==> config.mk <==
export PLATFORM = sky130hd
export DESIGN_NAME = button_debounce_repeat
export DESIGN_NICKNAME = d
export VERILOG_FILES = /design/src/rtl/button_debounce_repeat.sv
export SDC_FILE = /design/constraint.sdc
export NUM_CORES = 1
export LEC_CHECK = 0
export BUFFER_PORTS_ARGS = -buffer_cell sky130_fd_sc_hd__buf_4
export CAP_MARGIN = 25
export CORE_MARGIN = 4
export CORE_UTILIZATION = 45
export DETAILED_ROUTE_END_ITERATION = 16
export GPL_TIMING_DRIVEN = 1
export SYNTH_ARGS = -nofsm -noshare
export SYNTH_HDL_FRONTEND = slang
export SYNTH_SLANG_ARGS = --single-unit
==> constraint.sdc <==
create_clock -name clk -period 3.4 [get_ports clk]
set_input_delay 0.85 -clock clk [delete_from_list [all_inputs] [get_ports clk]]
set_output_delay 0.85 -clock clk [all_outputs]
set_load 0.02 [all_outputs]
==> src/rtl/button_debounce_repeat.sv <==
// Debounced push-buttons with press/release pulses and per-channel auto-repeat.
// Ports: clk, reset (async, active-low), btn_raw, repeat_en -> btn_level,
//   btn_press, btn_release, btn_strobe (one-cycle pulses), any_pressed.
module button_debounce_repeat #(
    parameter int NUM_CH          = 5,
    parameter int DEBOUNCE_CYCLES = 500000,
    parameter int REPEAT_DELAY    = 50000000,
    parameter int REPEAT_RATE     = 10000000
) (
    input  logic              clk,
    input  logic              reset,
    input  logic [NUM_CH-1:0] btn_raw,
    input  logic [NUM_CH-1:0] repeat_en,
    output logic [NUM_CH-1:0] btn_level,
    output logic [NUM_CH-1:0] btn_press,
    output logic [NUM_CH-1:0] btn_release,
    output logic [NUM_CH-1:0] btn_strobe,
    output logic              any_pressed
);

    localparam logic [19:0] DEB_LAST  = 20'(DEBOUNCE_CYCLES - 1);
    localparam logic [25:0] DLY_LAST  = 26'(REPEAT_DELAY - 1);
    localparam logic [25:0] RATE_LAST = 26'(REPEAT_RATE - 1);

    typedef enum logic [1:0] {
        ST_IDLE,
        ST_DELAY,
        ST_REPEAT
    } rpt_state_t;

    for (genvar ch = 0; ch < NUM_CH; ch++) begin : g_ch
        logic        meta;
        logic        sync;
        logic        level;
        logic        press;
        logic        rel;
        logic        strobe;
        logic [19:0] deb_cnt;
        logic [25:0] rpt_cnt;
        rpt_state_t  state;
        logic        deb_due;
        logic        rise;
        logic        fall;
        logic        rpt_due;

        // The new level is accepted on the edge where it has already
        // disagreed with btn_level for DEBOUNCE_CYCLES consecutive edges.
        assign deb_due = (sync != level) && (deb_cnt == DEB_LAST);
        assign rise    = deb_due && sync;
        assign fall    = deb_due && !sync;
        assign rpt_due = (state == ST_DELAY) ? (rpt_cnt == DLY_LAST)
                                             : (rpt_cnt == RATE_LAST);

        always_ff @(posedge clk or negedge reset) begin
            if (!reset) begin
                meta <= 1'b0;
                sync <= 1'b0;
            end else begin
                meta <= btn_raw[ch];
                sync <= meta;
            end
        end

        always_ff @(posedge clk or negedge reset) begin
            if (!reset) begin
                deb_cnt <= '0;
                level   <= 1'b0;
                press   <= 1'b0;
                rel     <= 1'b0;
            end else begin
                press <= 1'b0;
                rel   <= 1'b0;
                if (sync == level) begin
                    deb_cnt <= '0;
                end else if (deb_due) begin
                    deb_cnt <= '0;
                    level   <= sync;
                    press   <= sync;
                    rel     <= !sync;
                end else if (deb_cnt < DEB_LAST) begin
                    deb_cnt <= deb_cnt + 20'd1;
                end
            end
        end

        // A release on the same edge as a due repeat takes priority,
        // so no strobe is issued for a button that is being let go.
        always_ff @(posedge clk or negedge reset) begin
            if (!reset) begin
                state   <= ST_IDLE;
                rpt_cnt <= '0;
                strobe  <= 1'b0;
            end else begin
                strobe <= 1'b0;
                case (state)
                    ST_IDLE: begin
                        rpt_cnt <= '0;
                        if (rise) begin
                            state  <= ST_DELAY;
                            strobe <= 1'b1;
                        end
                    end
                    ST_DELAY, ST_REPEAT: begin
                        if (fall || !level || !repeat_en[ch]) begin
                            state   <= ST_IDLE;
                            rpt_cnt <= '0;
                        end else if (rpt_due) begin
                            state   <= ST_REPEAT;
                            rpt_cnt <= '0;
                            strobe  <= 1'b1;
                        end else begin
                            rpt_cnt <= rpt_cnt + 26'd1;
                        end
                    end
                    default: begin
                        state   <= ST_IDLE;
                        rpt_cnt <= '0;
                    end
                endcase
            end
        end

        assign btn_level[ch]   = level;
        assign btn_press[ch]   = press;
        assign btn_release[ch] = rel;
        assign btn_strobe[ch]  = strobe;
    end

    assign any_pressed = |btn_level;

endmodule
* After elaboration in Yosys (flattened, before gate mapping)
Index checks and enable logic that the tools add are counted.
** Storage, ports and cells
- Bits in writable memories :: 0
- Latch bits :: 0
- Input bits :: 12
- Memories :: 0
- Flip-flop bits (word level) :: 270
- Bits in read-only memories :: 0
** Cells by class
- $mul :: 0
- Mux-type cells :: 95
- Equality and inequality tests :: 45
- Shift operators :: 0
- Reductions and logical operators :: 66
- Add/sub/neg operators :: 10
- Div/mod/pow operators :: 0
- Order comparisons :: 5
- Bitwise operators :: 5
** Operators with widths (count)
- 2-to-1 mux 26 bit :: 15
- 2-to-1 mux 20 bit :: 15
- adder 26 x 1 -> 26 bit, second input constant :: 5
- == test 26 x 24 -> 1 bit, second input constant :: 5
- == test 26 bit, second input constant :: 5
- adder 20 x 1 -> 20 bit, second input constant :: 5
- == test 20 x 19 -> 1 bit, second input constant :: 5
- < comparator 20 x 19 -> 1 bit, second input constant :: 5
- 2-to-1 mux 1 bit :: 40
- 2-to-1 mux 2 bit :: 15
- one-hot mux 2 bit (2 select lines) :: 5
- AND reduction 2 bit :: 10
- logical AND 1 bit :: 15
- logical NOT 1 bit :: 15
- inequality test 3 bit, second input constant :: 5
- nonzero test 3 bit :: 5
- == test 2 x 1 -> 1 bit, second input constant :: 5
- == test 2 bit, second input constant :: 5
- logical NOT 2 bit :: 5
- logical OR 1 bit :: 10
- inequality test 2 bit, second input constant :: 5
- one-hot mux 1 bit (2 select lines) :: 5
- OR reduction 2 bit :: 5
- == test 1 bit :: 5
- other kinds (3) :: 11

* Logic depth before layout (Yosys ltp)
Gate-level depths: netlist (run 1).
- Depth in word-level cells :: 7
- Gate-level depth with buffers :: 9
- Mapped depth without buffers :: 7

* Least setup slack after synthesis (run 1)
Ideal clock, no wire load.
- Path type :: reg2reg
- Start point :: reg g_ch[1].deb_cnt[12]
- End point :: reg g_ch[1].deb_cnt[7]
- Period minus slack after synthesis :: 2.323 ns
- Data required time :: 3.280 ns
- Setup time :: 0.120 ns
- Arrival :: 2.203 ns
- Cell stages (with the launch flop) :: 8
- Path slack :: 1.077 ns
- Path through :: dfrtp_1 -> buf_6 -> or4_4 -> or4_4 -> o21ai_1 -> buf_2 -> a211oi_1 -> a31o_2
** On the way
- Longest elaborated chain between the ends :: 4
- Elaborated cells on any way between the ends :: 6
- Those cells by class :: order compare (1); eq/ne (1); mux (2); reduce/logical (2)
** Ends and longest elaborated chain
- from (decl) :: line 38 : logic [19:0] deb_cnt;
- from (signal assigned) :: line 81 : deb_cnt <= deb_cnt + 20'd1;
- parallel branches: the longest is 4 deep, another holds < comparator 20 x 19 -> 1 bit
Several ways; the timed one is not identified.
A chain may end at the register's enable or synchronous reset.

* Final worst setup path (run 1)
- Start point :: reg g_ch[3].level
- End point :: out any_pressed
** On the way
- Longest elaborated chain between the ends :: 1
** Ends and longest elaborated chain
- from (decl) :: line 34 : logic level;
- from (signal assigned) :: line 77 : level <= sync;
- OR reduction 5 bit :: line 129 : assign any_pressed = |btn_level;
- to (decl) :: line 18 : output logic any_pressed
No other way between the ends.

==> run summary, run 1 <==
Outcome -> complete, no violations
Post-Syn Nets -> 1513
Clock Sink Count -> 270
Cell Area, Placed -> 14800 um^2
Pwr Density -> 429 nW/um^2
Cell area after layout -> 15800 um^2
Drt first pass iters -> 5
Final slew viol count -> 0
WP data arrival -> 1810 ps
Fmax -> 377 MHz
WL per Instance -> 14.6 um
Synth unique cells -> 73
Kind of critical path -> reg -> out
Total GRT Usage -> 0.169
P_leak -> 0.00644 uW
Area contributors post-synth -> dfrtp_1 48%, nor2_1 6.3%, xor2_1 5.7%
Post-cts sizing count -> 0
Final Hold Viols -> 0
Worst slew margin -> 0.335
Post-layout minimum cycle time -> 2660 ps
Synth Warn # -> 0
Initial antenna violation count -> 0
Final period util -> 0.781
Yosys top cell by area -> dfrtp_1
Multi-input combinational cell area -> 6870 um^2
Clk slew on worst S/H paths -> 60 ps
Initial DRC Count -> 596
Clock power share -> 0.498
Initial Util -> 0.460
Synth-to-layout area growth -> 11.5%
Flop-to-flop setup slack -> 750 ps
Commonest non-fill, non-tap cell in the layout -> dfrtp_1
Dpl hpwl -> 18900 um
Synth Cell Area -> 14200 um^2
Measured slew at the worst slew-check pin -> 990 ps
Critical Path, Cell by Cell -> nor3_1 > nand2_1 > buf_4
Largest net degree at the start of global routing -> 89
Max_cap viols -> 0
Flop pwr share -> 0.480
Max incr delay on CP -> 500 ps
Commonest cells after routing, fill and taps aside -> 270 x dfrtp_1, 239 x nor2_1, 96 x nand3_1
Vias in the first global route -> 10.3k
First-pass GRT wire length -> 50000 um
Setup bufs post-CTS -> 0
Die area -> 34400 um^2
Register area share after synthesis -> 0.476
Synth Register Bits -> 270
GPL Wtd Cong -> 0.801
Via count -> 10.5k
RSZ-0062 raised after global routing -> false
WL final -> 28000 um
Core ar. -> 30800 um^2
Top_reg_cell synth -> dfrtp_1
Post-DRT Antenna Nets -> 0
CP endpoint kind -> output port
Finish-stage setup viols -> 0
Max FO, Critical Path -> 6
Syn Area/Cell -> 9.61 um^2
Buffers on Ports -> 32
Synth top area share -> 0.476
Post-synthesis async set-or-reset flop share -> 1.00
Vias per cell -> 5.48
Cells after Synth -> 1476
Number of flops mapped to enable cells by yosys -> 0
Comb power frac -> 0.022
Die Ht -> 186 um
Total CTS buffers -> 31
Layout fillers -> 2833
Switching share of power -> 0.206
Total Neg Setup Slack -> 0 ps
Grt ovf -> 0
Clk_lat worst skew -> 550 ps
Net Sw Power -> 1390 uW
# IOs -> 33
Worst r2r dst -> g_ch[2].rpt_cnt[3]$_DFF_PN0_
Worst VDD drop -> 0.000341 V
Reg area -> 6760 um^2
H-tree depth -> 1
FP Rows -> 64
Layout cells sized above 1 -> 0.0937
CTS tree -> built
Clock skew after layout -> 9.60 ps
Worst path slowest cell -> dfrtp_1
Crit path required time -> 2550 ps
Reg2Reg Depth -> 5
Cts-stage hold buffer count -> 0
DRC -> 0
Startpoint Class -> flop
Min-delay worst type -> in -> async
Clock buffer depth -> 3
R2R Path Start -> g_ch[2].deb_cnt[11]$_DFFE_PN0P_
CTS root buf -> clkbuf_16
Post-layout nets -> 1534
ANT cells -> 0
Int Pwr -> 5380 uW
Die width -> 186 um
## power by group through the flow
stage                     Clock, uW  Combinational, uW  Sequential [uW]
after floorplan                   0               52.3             3310
after global placement            0                154             3310
after detailed placement          0                156             3310
after CTS                      3480                156             3250
after global routing           3610                173             3260
final                          3370                147             3260
## Yosys cell counts, drive strengths merged (6+ instances only)
master / n
a21oi: 33
nand4: 52
or4b: 6
a211oi: 29
or2: 8
nor2b: 8
nor3: 39
buf: 38
xnor2: 88
ha: 25
inv: 55
and2: 9
clkbuf: 28
nand3: 96
a31o: 8
or3: 16
nand3b: 6
o21ai: 19
xor2: 93
dfrtp: 270
and4: 29
a31oi: 7
mux2: 6
a2111oi: 11
or4: 18
nor2: 239
a211o: 6
and3: 40
nor4: 21
o2111ai: 8
nand2: 89
nand4b: 13
o31ai: 9
## state kept, by name, summed over array words and instances, names as in the netlist
signal and count:
g_ch.press 5, g_ch.meta 5, g_ch.rpt_cnt 130, g_ch.level 5, g_ch.rel 5, g_ch.deb_cnt 100
g_ch.sync 5, g_ch.state 10, g_ch.strobe 5
## worst max-delay path, delay by kind of cell (launching register included)
family | cells | cell delay (ps)
buffers and inverters | 1 | 190
and+or+nand+nor | 2 | 570
DFF | 1 | 500
## worst max path at each step
stage / endpoint / depth (start not counted) / startpoint
final: any_pressed / 3 / g_ch[3].level$_DFFE_PN0P_
after global routing: g_ch[2].state[0]$_DFFE_PN0P_ / 5 / g_ch[2].deb_cnt[12]$_DFFE_PN0P_
after CTS: any_pressed / 3 / g_ch[3].level$_DFFE_PN0P_
after detailed placement: g_ch[2].state[0]$_DFFE_PN0P_ / 5 / g_ch[2].deb_cnt[12]$_DFFE_PN0P_
after global placement: g_ch[2].state[0]$_DFFE_PN0P_ / 5 / g_ch[2].rpt_cnt[8]$_DFF_PN0_
after floorplan: g_ch[1].deb_cnt[7]$_DFFE_PN0P_ / 7 / g_ch[1].deb_cnt[12]$_DFFE_PN0P_
## kinds of logic (layout without fill, tap and decap cells)
family / Yosys count / in the layout / share of synthesized area
flip-flops: 270 / 270 / 0.476
XOR/XNOR: 181 / 181 / 0.112
multiplexers: 10 / 10 / 0.00758
AO/OA/AOI/OAI: 163 / 163 / 0.0868
AND/OR/NAND/NOR: 706 / 706 / 0.256
buffers and inverters: 121 / 161 / 0.0398
adder cells (fa/ha/maj): 25 / 25 / 0.0220
## routing by layer
layer	up-vias	share of wire	global-route usage
met5	-	0	0
li1	5252	-	-
met1	5075	0.50	0.242
met3	36	0.030	0.0242
met2	110	0.45	0.276
met4	0	0.018	0.0329
## stage by stage
| step | hold slack, ps | utilization | total power, uW | worst slack [ps] | std cells |
|---|---|---|---|---|---|
| floorplan | 331 | - | 3360 | 1080 | 1476 |
| global placement | 334 | 0.479 | 3460 | 806 | 1860 |
| detailed placement | 337 | 0.479 | 3470 | 756 | 1860 |
| CTS | 334 | 0.513 | 6890 | 647 | 1912 |
| global route | 358 | 0.513 | 7040 | 438 | 1912 |
| finish | 290 | 0.513 | 6780 | 744 | 1912 |
## final cells by class
cell class,instances,share of cell area
multi-input combinational,1085,0.434
sequential,270,0.427
clock buffer,43,0.0563
tap,396,0.0313
timing repair buffer,54,0.0285
inverter,55,0.0131
clock inverter,9,0.00934
Note: power is estimated with default switching activity, not from simulation.
==> run 2, diff against run 1 <==
- clock period: 3.4 -> 2.38 ns (I/O delays scaled with it)
==> run 2 against run 1 <==
  * Sequential share of layout area shrank 1.8 points
  * Global-route usage increased by 0.099 points
  * First-iteration DRC count up 22%
  * Hold slack got worse by 150 ps
  * Via count grew 2.3%
  * Critical path depth up 2
  * Count of clock-buffer cells in the layout did not move
  * Critical path type is now reg -> reg
  * Clock skew rose by 8.3 ps
  * Clock power up 56%
==> run summary, run 2 (same netlist as run 1, synthesis figures left out) <==
Dpl hpwl -> 19600 um
Post-layout minimum cycle time -> 2310 ps
Switching share of power -> 0.203
Worst VDD drop -> 0.000699 V
CTS root buf -> clkbuf_16
Critical Path, Cell by Cell -> or4_4 > a211o_4 > a211oi_4 > or4b_4 > a21oi_2
Post-layout nets -> 1587
Die width -> 186 um
Final slew viol count -> 0
H-tree depth -> 1
Final Hold Viols -> 0
Initial antenna violation count -> 0
Total CTS buffers -> 31
WL per Instance -> 14.6 um
Pwr Density -> 614 nW/um^2
Drt first pass iters -> 5
Measured slew at the worst slew-check pin -> 691 ps
P_leak -> 0.00681 uW
Worst path slowest cell -> or4_4
Fin util -> 0.535
First-pass GRT wire length -> 50300 um
CTS tree -> built
WL final -> 28800 um
Clk slew on worst S/H paths -> 60 ps
Clk_lat worst skew -> 560 ps
Layout cells sized above 1 -> 0.135
Fmax -> 432 MHz
Outcome -> complete, no violations
Buffers on Ports -> 32
Initial Util -> 0.460
Die area -> 34400 um^2
Total GRT Usage -> 0.170
Net Sw Power -> 2060 uW
DRC -> 0
Max reg flops -> 130
Top Registers -> g_ch.rpt_cnt x130, g_ch.deb_cnt x100, g_ch.state x10
Startpoint Class -> flop
Reg area -> 6760 um^2
Max FO, Critical Path -> 8
Finish-stage setup viols -> 0
CP endpoint kind -> flop
Commonest cells after routing, fill and taps aside -> 269 x dfrtp_1, 239 x nor2_1, 96 x nand3_1
Via count -> 10.7k
Post-DRT Antenna Nets -> 0
ANT cells -> 0
# IOs -> 33
Crit path required time -> 2870 ps
Core ar. -> 30800 um^2
Clock buffer depth -> 3
Delay-heaviest family, CP -> simple AND/OR/NAND/NOR gates
Grt ovf -> 0
Clock Sink Count -> 270
Final period util -> 0.972
Crit path buffers/inverters -> 0
Multi-input combinational cell area -> 6980 um^2
Min-delay worst type -> in -> reg
R2R Path Start -> g_ch[3].deb_cnt[11]$_DFFE_PN0P_
Layout fillers -> 2773
Vias in the first global route -> 10.5k
Synth-to-layout area growth -> 16.3%
Max_cap viols -> 0
FP Rows -> 64
Placed cells -> 1906
Critical Path Start -> g_ch[3].deb_cnt[11]$_DFFE_PN0P_
Vias per cell -> 5.44
Clock power share -> 0.519
GPL Wtd Cong -> 0.823
Worst slew margin -> 0.537
Hold path startpoint -> btn_raw[1]
Max incr delay on CP -> 550 ps
Top reg by flops -> g_ch.rpt_cnt
WP data arrival -> 2810 ps
Flop pwr share -> 0.459
Total Neg Setup Slack -> 0 ps
Clock skew after layout -> 17.9 ps
Initial DRC Count -> 728
Non-Filler Instances -> 1970
Kind of critical path -> reg -> reg
Comb power frac -> 0.021
Die Ht -> 186 um
Commonest non-fill, non-tap cell in the layout -> dfrtp_1
Largest net degree at the start of global routing -> 65
Int Pwr -> 8070 uW
run 2: power groups by stage:
stage	Sequential, uW	Combinational [uW]	Clock, uW
after detailed placement	4730	228	0
after global placement	4730	225	0
after floorplan	4730	74.8	0
after CTS	4650	230	5400
after global routing	4650	257	5610
final	4650	216	5260
run 2: path summary, 6_finish.rpt:
check                                                  end  slack [ps]  cells after the start
min                                 g_ch[1].meta$_DFF_PN0_         140                      1
max reg2reg                g_ch[3].deb_cnt[13]$_DFFE_PN0P_          70                      5
min in group asynchronous    g_ch[4].rpt_cnt[13]$_DFF_PN0_         530                      2
max                        g_ch[3].deb_cnt[13]$_DFFE_PN0P_          70                      5
max in group asynchronous   g_ch[1].deb_cnt[7]$_DFFE_PN0P_        1200                      3
min reg2reg                         g_ch[3].sync$_DFF_PN0_         350                      0
run 2: area by class of cell:
type                            instances  share of cell area
Clock buffer                           43              0.0546
Inverter                               55              0.0125
Tap cell                              396              0.0300
Sequential cell                       270               0.410
Timing Repair Buffer                  106              0.0551
Clock inverter                         14              0.0151
Multi-Input combinational cell       1086               0.423
run 2: through the flow:
step           area, um^2  setup WS, ps  total power, uW  hold WS, ps
6_report            16500          65.8            10100          139
5_1_grt             16500         -67.8            10500          103
4_1_cts             16300          15.2            10300          113
3_5_place_dp        15200          43.6             4960          336
3_3_place_gp        15200          55.2             4960          332
2_1_floorplan       14200          57.2             4800          299
run 2: metal layers:
metal	global-route usage	vias to the layer above	wire length [um]
li1	-	5353	-
met1	0.244	5198	14400
met2	0.273	122	13000
met3	0.0231	45	802
met4	0.0428	0	683
met5	0	-	0
run 2: repair_timing:
| action | CTS | global route |
|---|---|---|
| hold buffers | 1 | 0 |
| endpoints found under the hold margin | 38 | 0 |
| endpoints found under the setup margin | 0 | 114 |
| resized for setup | 0 | 20 |
| buffers inserted | 0 | 5 |
run 2: worst reg2reg max path, cell delays in order, from the launching register on:
cell      delay [ps]
dfrtp_1          410
or4_4            550
a211o_4          340
a211oi_4         310
or4b_4           500
a21oi_2          140
==> run 3, diff against run 2 <==
==> constraint.sdc (replaced) <==
create_clock -name clk -period 2.8 [get_ports clk]
set_input_delay 0.7 -clock clk [delete_from_list [all_inputs] [get_ports clk]]
set_output_delay 0.7 -clock clk [all_outputs]
set_load 0.1 [all_outputs]
==> run 3 against run 2 <==
  * Global-route usage hardly changed
  * Wire length is 1.8% lower
  * Clock skew is 0.64 ps lower
  * Critical endpoint is now any_pressed
  * Count of clock-buffer cells in the layout is 4 lower
  * Flip-flop and latch count stayed put
  * Largest cell class unchanged
==> run summary, run 3 (same netlist as run 1, synthesis figures left out) <==
Setup bufs post-CTS -> 0
Startpoint Class -> flop
FP Rows -> 64
Post-DRT Antenna Nets -> 0
Post-cts sizing count -> 0
Max reg flops -> 130
Layout fillers -> 2828
Clock buffer depth -> 3
Dpl hpwl -> 19100 um
WL per Instance -> 14.7 um
Total GRT Usage -> 0.170
Max incr delay on CP -> 510 ps
Max_cap viols -> 0
Final slew viol count -> 0
Vias in the first global route -> 10.4k
Initial DRC Count -> 551
Fmax -> 378 MHz
Synth-to-layout area growth -> 12.0%
Clk slew on worst S/H paths -> 60 ps
Die Ht -> 186 um
Via count -> 10.6k
Placed cells -> 1870
Post-layout minimum cycle time -> 2650 ps
Final period util -> 0.945
GPL Wtd Cong -> 0.808
Total CTS buffers -> 30
WP data arrival -> 1950 ps
CTS tree -> built
Worst VDD drop -> 0.000427 V
Final Hold Viols -> 0
Critical Path Start -> g_ch[3].level$_DFFE_PN0P_
P_leak -> 0.00648 uW
Crit path buffers/inverters -> 1
Hold WS -> 107 ps
CTS root buf -> clkbuf_16
Initial Util -> 0.460
Drt first pass iters -> 5
Worst slew margin -> 0.486
Total Neg Setup Slack -> 0 ps
Finish-stage setup viols -> 0
Min-delay worst type -> in -> async
Measured slew at the worst slew-check pin -> 767 ps
Layout cells sized above 1 -> 0.103
Non-Filler Instances -> 1926
Grt ovf -> 0
Buffers on Ports -> 32
Core ar. -> 30800 um^2
Commonest non-fill, non-tap cell in the layout -> dfrtp_1
H-tree depth -> 1
ANT cells -> 0
Top Registers -> g_ch.rpt_cnt x130, g_ch.deb_cnt x100, g_ch.state x10
Delay-heaviest family, CP -> simple AND/OR/NAND/NOR gates
CP endpoint kind -> output port
WL final -> 28300 um
Largest net degree at the start of global routing -> 74
Cts-stage hold buffer count -> 0
Commonest cells after routing, fill and taps aside -> 270 x dfrtp_1, 239 x nor2_1, 96 x nand3_1
Die width -> 186 um
Clock skew after layout -> 17.2 ps
Kind of critical path -> reg -> out
Post-layout nets -> 1544
Die area -> 34400 um^2
Outcome -> complete, no violations
Vias per cell -> 5.49
R2R Path Start -> g_ch[2].deb_cnt[11]$_DFFE_PN0P_
Critical Path, Cell by Cell -> nor3_1 > nand2_1 > buf_4
Crit path required time -> 2100 ps
Clk_lat worst skew -> 550 ps
# IOs -> 33
Clock Sink Count -> 270
Worst path slowest cell -> dfrtp_1
Top reg by flops -> g_ch.rpt_cnt
First-pass GRT wire length -> 50700 um
Initial antenna violation count -> 0
Max FO, Critical Path -> 6
DRC -> 0
Pwr Density -> 514 nW/um^2
RSZ-0062 raised after global routing -> false
-- run 3: final timing paths --
| kind | endpoint | slack (ps) | cells past startpoint |
|---|---|---|---|
| setup / recovery | any_pressed | 150 | 3 |
| hold / removal | g_ch[2].deb_cnt[7]$_DFFE_PN0P_ | 110 | 1 |
| setup reg to reg | g_ch[2].rpt_cnt[18]$_DFF_PN0_ | 300 | 7 |
| hold reg to reg | g_ch[3].sync$_DFF_PN0_ | 350 | 0 |
| max in group asynchronous | g_ch[1].deb_cnt[17]$_DFFE_PN0P_ | 1940 | 2 |
| min in group clk | g_ch[0].meta$_DFF_PN0_ | 250 | 1 |
-- run 3: layer usage --
metal	global-route usage	part of all wire	vias up
li1	-	-	5267
met1	0.248	0.50	5123
met2	0.267	0.45	136
met3	0.0291	0.037	47
met4	0.0391	0.021	0
met5	0	0	-
-- run 3: area by class of cell --
cell class | instances | area, um^2 | area share
clock buffer | 39 | 856 | 0.0539
clock inverter | 16 | 178 | 0.0112
inverter | 55 | 206 | 0.0130
multi-input combinational | 1085 | 6870 | 0.432
sequential | 270 | 6760 | 0.425
tap | 396 | 495 | 0.0312
timing repair buffer | 65 | 531 | 0.0334
-- run 3: stage by stage --
step                instance area, um^2  power, uW   util  worst slack (ps)
floorplan                         14200       4080      -               477
global placement                  14800       4210  0.482               346
detailed placement                14800       4210  0.482               284
CTS                               15900       8300  0.515              74.3
global route                      15900       8490  0.515              48.2
finish                            15900       8160  0.515               155
-- run 3: power by group --
| part | switching, uW | leakage, uW | total, uW | internal [uW] |
|---|---|---|---|---|
| clock network | 1600 | 0.000493 | 4030 | 2430 |
| logic | 125 | 0.00225 | 178 | 53.1 |
| registers | 24.6 | 0.00374 | 3950 | 3930 |
